[config.mk]
export PLATFORM = sky130hd
export DESIGN_NAME = pic_inta_sequencer
export DESIGN_NICKNAME = d
export VERILOG_FILES = /design/src/rtl/pic_inta_sequencer_pkg.sv /design/src/rtl/pic_inta_sequencer_sync.sv /design/src/rtl/pic_inta_sequencer.sv
export SDC_FILE = /design/constraint.sdc
export NUM_CORES = 1
export LEC_CHECK = 0
export CAP_MARGIN = 40
export CORE_MARGIN = 1.5
export CORE_UTILIZATION = 49
export DETAILED_ROUTE_END_ITERATION = 10
export PLACE_DENSITY = 0.74
export SETUP_SLACK_MARGIN = 0.4
export SYNTH_ARGS = -nofsm -noshare
export SYNTH_HDL_FRONTEND = slang
export SYNTH_SLANG_ARGS = --single-unit
export TNS_END_PERCENT = 1
[constraint.sdc]
create_clock -name clk -period 2.45 [get_ports clk]
set_clock_uncertainty 0.05 [all_clocks]
set_input_delay 0.49 -clock clk [delete_from_list [all_inputs] [get_ports clk]]
set_output_delay 0.49 -clock clk [all_outputs]
set_load 0.01 [all_outputs]
[src/rtl/pic_inta_sequencer_pkg.sv]
// Shared types for the PIC interrupt-acknowledge sequencer: FSM states and counter width.
package pic_inta_sequencer_pkg;

    localparam int CNT_W = 8;

    typedef enum logic [2:0] {
        ST_IDLE,
        ST_P1_LOW,
        ST_GAP,
        ST_P2_LOW,
        ST_HOLD
    } state_t;

endpackage

[src/rtl/pic_inta_sequencer_sync.sv]
// Two-flop synchronizer for the asynchronous int_req line (used only when PIC_INTA_SYNC_EN is defined).
module pic_sync2 (
    input  logic clk,
    input  logic rst_n,
    input  logic i_d,
    output logic o_q
);

    logic r_meta;
    logic r_sync;

    always_ff @(posedge clk or negedge rst_n) begin
        if (!rst_n) begin
            r_meta <= 1'b0;
            r_sync <= 1'b0;
        end else begin
            r_meta <= i_d;
            r_sync <= r_meta;
        end
    end

    assign o_q = r_sync;

endmodule

[src/rtl/pic_inta_sequencer.sv]
// Generates the two-pulse INTA handshake to a PIC and captures the vector from the second pulse.
// Optional macro PIC_INTA_SYNC_EN inserts a two-flop synchronizer on int_req.
module pic_inta_sequencer
    import pic_inta_sequencer_pkg::*;
#(
    parameter int PULSE_LEN = 2,
    parameter int GAP_LEN   = 2
) (
    input  logic       clk,
    input  logic       rst_neg,
    input  logic       int_req,
    input  logic       cpu_ack_en,
    input  logic [0:7] data_in,
    output logic       inta_neg,
    output logic [0:7] vector_out,
    output logic       vector_valid,
    input  logic       vector_ready,
    output logic       busy
);

    localparam logic [CNT_W-1:0] PULSE_LD = CNT_W'(PULSE_LEN - 1);
    localparam logic [CNT_W-1:0] GAP_LD   = CNT_W'(GAP_LEN - 1);

    state_t           r_state;
    state_t           w_state_nxt;
    logic [CNT_W-1:0] r_cnt;
    logic [CNT_W-1:0] w_cnt_nxt;
    logic             r_inta_neg;
    logic             w_inta_nxt;
    logic [0:7]       r_vector;
    logic [0:7]       w_vector_nxt;
    logic             w_int_req;

`ifdef PIC_INTA_SYNC_EN
    pic_sync2 u_sync (
        .clk   (clk),
        .rst_n (rst_neg),
        .i_d   (int_req),
        .o_q   (w_int_req)
    );
`else
    assign w_int_req = int_req;
`endif

    always_ff @(posedge clk or negedge rst_neg) begin
        if (!rst_neg) begin
            r_state    <= ST_IDLE;
            r_cnt      <= '0;
            r_inta_neg <= 1'b1;
            r_vector   <= '0;
        end else begin
            r_state    <= w_state_nxt;
            r_cnt      <= w_cnt_nxt;
            r_inta_neg <= w_inta_nxt;
            r_vector   <= w_vector_nxt;
        end
    end

    // inta_neg is computed one edge ahead so it toggles on the same edge as the state change.
    always_comb begin
        w_state_nxt  = r_state;
        w_cnt_nxt    = r_cnt;
        w_inta_nxt   = r_inta_neg;
        w_vector_nxt = r_vector;
        case (r_state)
            ST_IDLE: begin
                if (w_int_req && cpu_ack_en) begin
                    w_state_nxt = ST_P1_LOW;
                    w_cnt_nxt   = PULSE_LD;
                    w_inta_nxt  = 1'b0;
                end
            end
            ST_P1_LOW: begin
                if (r_cnt == '0) begin
                    w_state_nxt = ST_GAP;
                    w_cnt_nxt   = GAP_LD;
                    w_inta_nxt  = 1'b1;
                end else begin
                    w_cnt_nxt = r_cnt - 1'b1;
                end
            end
            ST_GAP: begin
                if (r_cnt == '0) begin
                    w_state_nxt = ST_P2_LOW;
                    w_cnt_nxt   = PULSE_LD;
                    w_inta_nxt  = 1'b0;
                end else begin
                    w_cnt_nxt = r_cnt - 1'b1;
                end
            end
            ST_P2_LOW: begin
                if (r_cnt == '0) begin
                    w_state_nxt  = ST_HOLD;
                    w_inta_nxt   = 1'b1;
                    w_vector_nxt = data_in;
                end else begin
                    w_cnt_nxt = r_cnt - 1'b1;
                end
            end
            ST_HOLD: begin
                if (vector_ready) begin
                    w_state_nxt = ST_IDLE;
                end
            end
            default: begin
                w_state_nxt = ST_IDLE;
                w_cnt_nxt   = '0;
                w_inta_nxt  = 1'b1;
            end
        endcase
    end

    assign inta_neg     = r_inta_neg;
    assign vector_out   = r_vector;
    assign vector_valid = (r_state == ST_HOLD);
    assign busy         = (r_state != ST_IDLE);

endmodule

-- Word-level counts from Yosys, hierarchy flattened
Cells that the tools add are included.
- register bits: 20
- bits in latches: 0
- RAM bits: 0
- memory bits (read-only): 0
- bits of input ports: 13
- output and inout bits: 11
- word-level logic and storage cells: 41
- memories: 0
- $add $sub $neg: 1
- $mul: 0
- divide/modulo/power cells: 0
- $lt $le $gt $ge: 0
- equality and inequality tests: 11
- shift-type cells: 0
- muxes and demuxes: 14
- bitwise operators: 1
- reductions and logical operators: 10
- operators by type and width (operator ; number):
    $pmux W8 S4 ; 1
    $mux W8 ; 3
    $mux W3 ; 5
    $pmux W3 S5 ; 1
    $ne A2 B2 Y1 const B ; 5
    $logic_not A8 Y1 ; 1
    $sub A8 B1 Y8 const B ; 1
    $eq A3 B2 Y1 const B ; 2
    $reduce_and A5 Y1 ; 1
    $ne A2 B1 Y1 const B ; 2
    $pmux W1 S4 ; 1
    $reduce_and A4 Y1 ; 1
    $reduce_or A2 Y1 ; 2
    $eq A3 B1 Y1 const B ; 1
    $eq A3 B3 Y1 const B ; 1
    $logic_not A3 Y1 ; 1
    $mux W1 ; 3
    $reduce_and A3 Y1 ; 1
    $reduce_bool A3 Y1 ; 1
    $reduce_and A2 Y1 ; 1
    $logic_and A1 B1 Y1 ; 1
    $not A1 Y1 ; 1

-- Logic depth before layout (Yosys ltp)
- word-level depth: 4
- mapped depth: 8
- mapped depth without buffers: 6

-- Worst setup path after synthesis
Ideal clock, no wire load.
- path kind: register to register
- start point: reg r_cnt[0]
- end point: reg r_cnt[1]
- library setup time: 0.110 ns
- arrival: 1.626 ns
- required time: 2.290 ns
- setup slack: 0.663 ns
- stages on the path, launching flop included: 9
- path buffers: 2
- clock period less this slack: 1.787 ns
- cell sequence: dfrtp_1 > inv_1 > ha_1 > nor3b_1 > and3_1 > buf_2 > buf_2 > o21ai_0 > o41ai_1
- cells in the longest elaborated chain, start to end: 3
- elaborated cells between the ends (all ways): 7
- classes of those cells: 1 x add/sub; 1 x eq/ne; 3 x mux; 2 x reduce/logical
- ends and longest elaborated chain (element ; line ; source):
    start, declared ; pic_inta_sequencer.sv:26 ; logic [CNT_W-1:0] r_cnt;
    start signal, assigned ; pic_inta_sequencer.sv:53 ; r_cnt <= w_cnt_nxt;
    $sub A8 B1 Y8 / $logic_not A8 Y1 (equally long branches) ; n/a ;
    $mux W8, or another cell as far along ; pic_inta_sequencer.sv:92 ; if (r_cnt == '0) begin
    $pmux W8 S4 / $reduce_and A3 Y1 (equally long branches) ; n/a ;
Parallel ways exist; a longest one is shown, timed or not. The select of a mux whose other input is x is not followed.
A chain may end at the register's enable or synchronous reset.

-- Worst setup path after layout
- start point: reg r_state[0]
- end point: out busy
- cells in the longest elaborated chain, start to end: 1
- ends and longest elaborated chain (element ; line ; source):
    start, declared ; pic_inta_sequencer.sv:24 ; state_t r_state;
    start signal, assigned ; pic_inta_sequencer.sv:52 ; r_state <= w_state_nxt;
    $reduce_bool A3 Y1 ; pic_inta_sequencer.sv:116 ; assign busy = (r_state != ST_IDLE);
    end, declared ; pic_inta_sequencer.sv:18 ; output logic busy
Every way passes these cells.

==> results.json <==
{
  "fin_tns_setup_ns": 0,
  "outcome": "finished, final reports clean",
  "grt_pass1_wl_um": 4022,
  "area_delta_synth_final_pct": 32.47,
  "multi_input_area_um2": 528.0,
  "hp-class": "reg -> reg",
  "final_max_slew_viol_count": 0,
  "finalCritPeriodShare_pct": 83.67,
  "finish.instance_area_mm2": 0.001414,
  "hold_violations": 0,
  "relSlewSlack_pct": 62.92,
  "path_buf_inv": 2,
  "powerDensity_mw_per_mm2": 1224,
  "grt-ovfl-total": 0,
  "cts_buffers": 3,
  "criticalPathCategory": "reg -> out",
  "core_area_mm2": 0.002002,
  "hold_buffers": 0,
  "n_antenna_cell": 0,
  "initial_core_util_pct": 53.31,
  "worst_pin_slew_ns": 0.5516,
  "synthDistinctLibCells": 37,
  "drcViolationCount": 0,
  "drtAntennaViolNets": 0,
  "routedWlPerCell_um": 13.53,
  "cp_slowest_cell": "dfrtp_2",
  "min_period_ns": 2.050,
  "num_vias": 994,
  "leakagePower_nw": 0.6487,
  "synth_edf_count": 0,
  "path_max_fanout": 5,
  "startpoint_type": "register",
  "whs_ns": 0.4363,
  "crit_chain": "buf_4 > or3_1 > dlygate4sd2_1",
  "grt.total_usage_pct": 21.21,
  "dieWidth_um": 49.67,
  "synthCells": 120,
  "synth_warnings": 0,
  "endpoint_kind": "output pin",
  "crit_family": "flip-flops",
  "layout_common_cells": "30 x nand2_1, 21 x clkdlybuf4s50_1, 16 x dfrtp_1",
  "met2_usage_pct": 34.00,
  "syn-cell-area_mm2": 0.001067,
  "io_buffers": 23,
  "insertion_delay_ns": 0.31,
  "ys_seq_area_share_pct": 47.01,
  "syn_area_per_cell_um2": 8.894,
  "io_pins": 24,
  "clkTransAtPathRegs_ns": 0.11,
  "cap_violations": 0,
  "nFillCells": 164,
  "grt_start_max_net_pins": 21,
  "num_rows": 16,
  "synthArstFlopShare_pct": 100.0,
  "placed_cell_area_mm2": 0.001333,
  "rsz0062_at_grt": "yes",
  "viasPerCell": 5.680,
  "htree_num_levels": 1,
  "cts_root_buf": "clkbuf_4",
  "required_ns": 1.91,
  "clock_path_buffers": 2,
  "slowest_delay_ns": 0.44,
  "busiest_layer": "met2",
  "wl_um": 2367,
  "clock-sinks": 20,
  "layout_commonest_cell": "nand2_1",
  "routabilityCongestion": 0.8381,
  "min_from": "vector_out[6]",
  "tritoncts": "done",
  "synth_top_flop_cell": "dfrtp_1",
  "synth_nets": 135,
  "die_area_mm2": 0.002467,
  "grt_pass1_vias": 903,
  "fmax_mhz": 487.8,
  "first_pass_iters": 4,
  "setup_viol": 0,
  "drt_iter0_drc": 28,
  "worst_ir_drop_vdd_v": 0.0006562,
  "reg2reg_slack_ns": 0.50,
  "regArea_um2": 505.5,
  "dp_hpwl_um": 1611,
  "r2r_end": "r_cnt[1]",
  "antenna_found_initial": 0,
  "layout-drive-gt1-share_pct": 15.54,
  "die_h_um": 49.67,
  "ys_seq_elements": 20,
  "use_met3_pct": 3.636,
  "worstReg2RegStart": "r_cnt[3]",
  "hold_depth": 2,
  "grt_use_met1_pct": 28.57,
  "r2r_cells": 4,
  "nets": 164,
  "whs_endpoint": "vector_out[6]",
  "cp.arrival_ns": 1.51
}
==> sequential cells by signal, summed over array words and instances, names as in the netlist <==
name        count
vector_out      8
inta_neg        1
r_cnt           8
r_state         3
==> logic make-up after synthesis <==
group	Yosys count	synth area share [%]
flip-flops	20	47.01
AND/OR/NAND/NOR	59	28.96
XOR/XNOR	1	0.8208
buffers and inverters	13	5.158
adder cells (fa/ha/maj)	2	2.344
AO/OA/AOI/OAI	25	15.71
==> worst max-delay path by stage <==
| stage | slack, ns | to | depth (start not counted) | startpoint |
|---|---|---|---|---|
| after floorplan | 0.66 | r_cnt[1] | 8 | r_cnt[0] |
| after global placement | 0.27 | r_cnt[6] | 5 | int_req |
| after detailed placement | 0.22 | r_cnt[5] | 5 | int_req |
| after CTS | 0.31 | vector_valid | 4 | r_state[1] |
| after global routing | 0.32 | r_cnt[1] | 4 | r_cnt[3] |
| final | 0.40 | busy | 3 | r_state[0] |
==> timing repair <==
action	4_1_cts	5_1_grt
endpoints found under the setup margin	3	17
hold endpoints to repair	0	0
pin swaps	0	1
gates cloned	0	0
setup buffers	1	2
resized for setup	6	3
==> through the flow <==
step / power, mW / utilization, % / setup WS [ns] / std cells
2_1_floorplan: 1.135 / - / 0.6634 / 120
3_3_place_gp: 1.436 / 66.56 / 0.2701 / 168
3_5_place_dp: 1.463 / 66.56 / 0.2183 / 168
4_1_cts: 1.690 / 69.25 / 0.3133 / 173
5_1_grt: 1.863 / 70.63 / 0.3233 / 175
6_report: 1.731 / 70.63 / 0.4001 / 175
==> area by class of cell <==
| class | instances | share of cell area [%] |
|---|---|---|
| sequential | 20 | 35.75 |
| multi-input combinational | 87 | 37.34 |
| timing repair buffer | 30 | 20.09 |
| inverter | 7 | 1.858 |
| tap | 27 | 2.389 |
| clock buffer | 4 | 2.566 |
==> power breakdown <==
group / leakage [nW] / internal, mW / switching (mW)
clock network: 0.0210 / 0.0907 / 0.107
registers: 0.239 / 0.480 / 0.124
logic: 0.388 / 0.468 / 0.461
==> routing by layer <==
metal / wire length [um] / up-vias
li1: - / 480
met3: 114 / 4
met5: 0 / -
met1: 1079 / 467
met4: 28 / 0
met2: 1145 / 43
==> cells in the mapped netlist (2+ instances only) <==
cell type   n  area share [%]
a21oi_1     7             3.3
a31oi_1     3             1.8
buf_2       5             2.3
dfrtp_1    19              45
ha_1        2             2.3
inv_1       7             2.5
nand2_1    30              11
nand3_1     3             1.4
nor2_1      4             1.4
nor3_1      3             1.4
o21ai_0     3             1.4
o31ai_1     4             2.8
or3_1       3             1.8
or4_1       4             2.8
==> worst min-delay path: stages, from the launching register on <==
cell and delay, ns:
dfrtp_1 0.36, nand2_1 0.05, nand2_1 0.06
(Power assumes the default switching activity.)
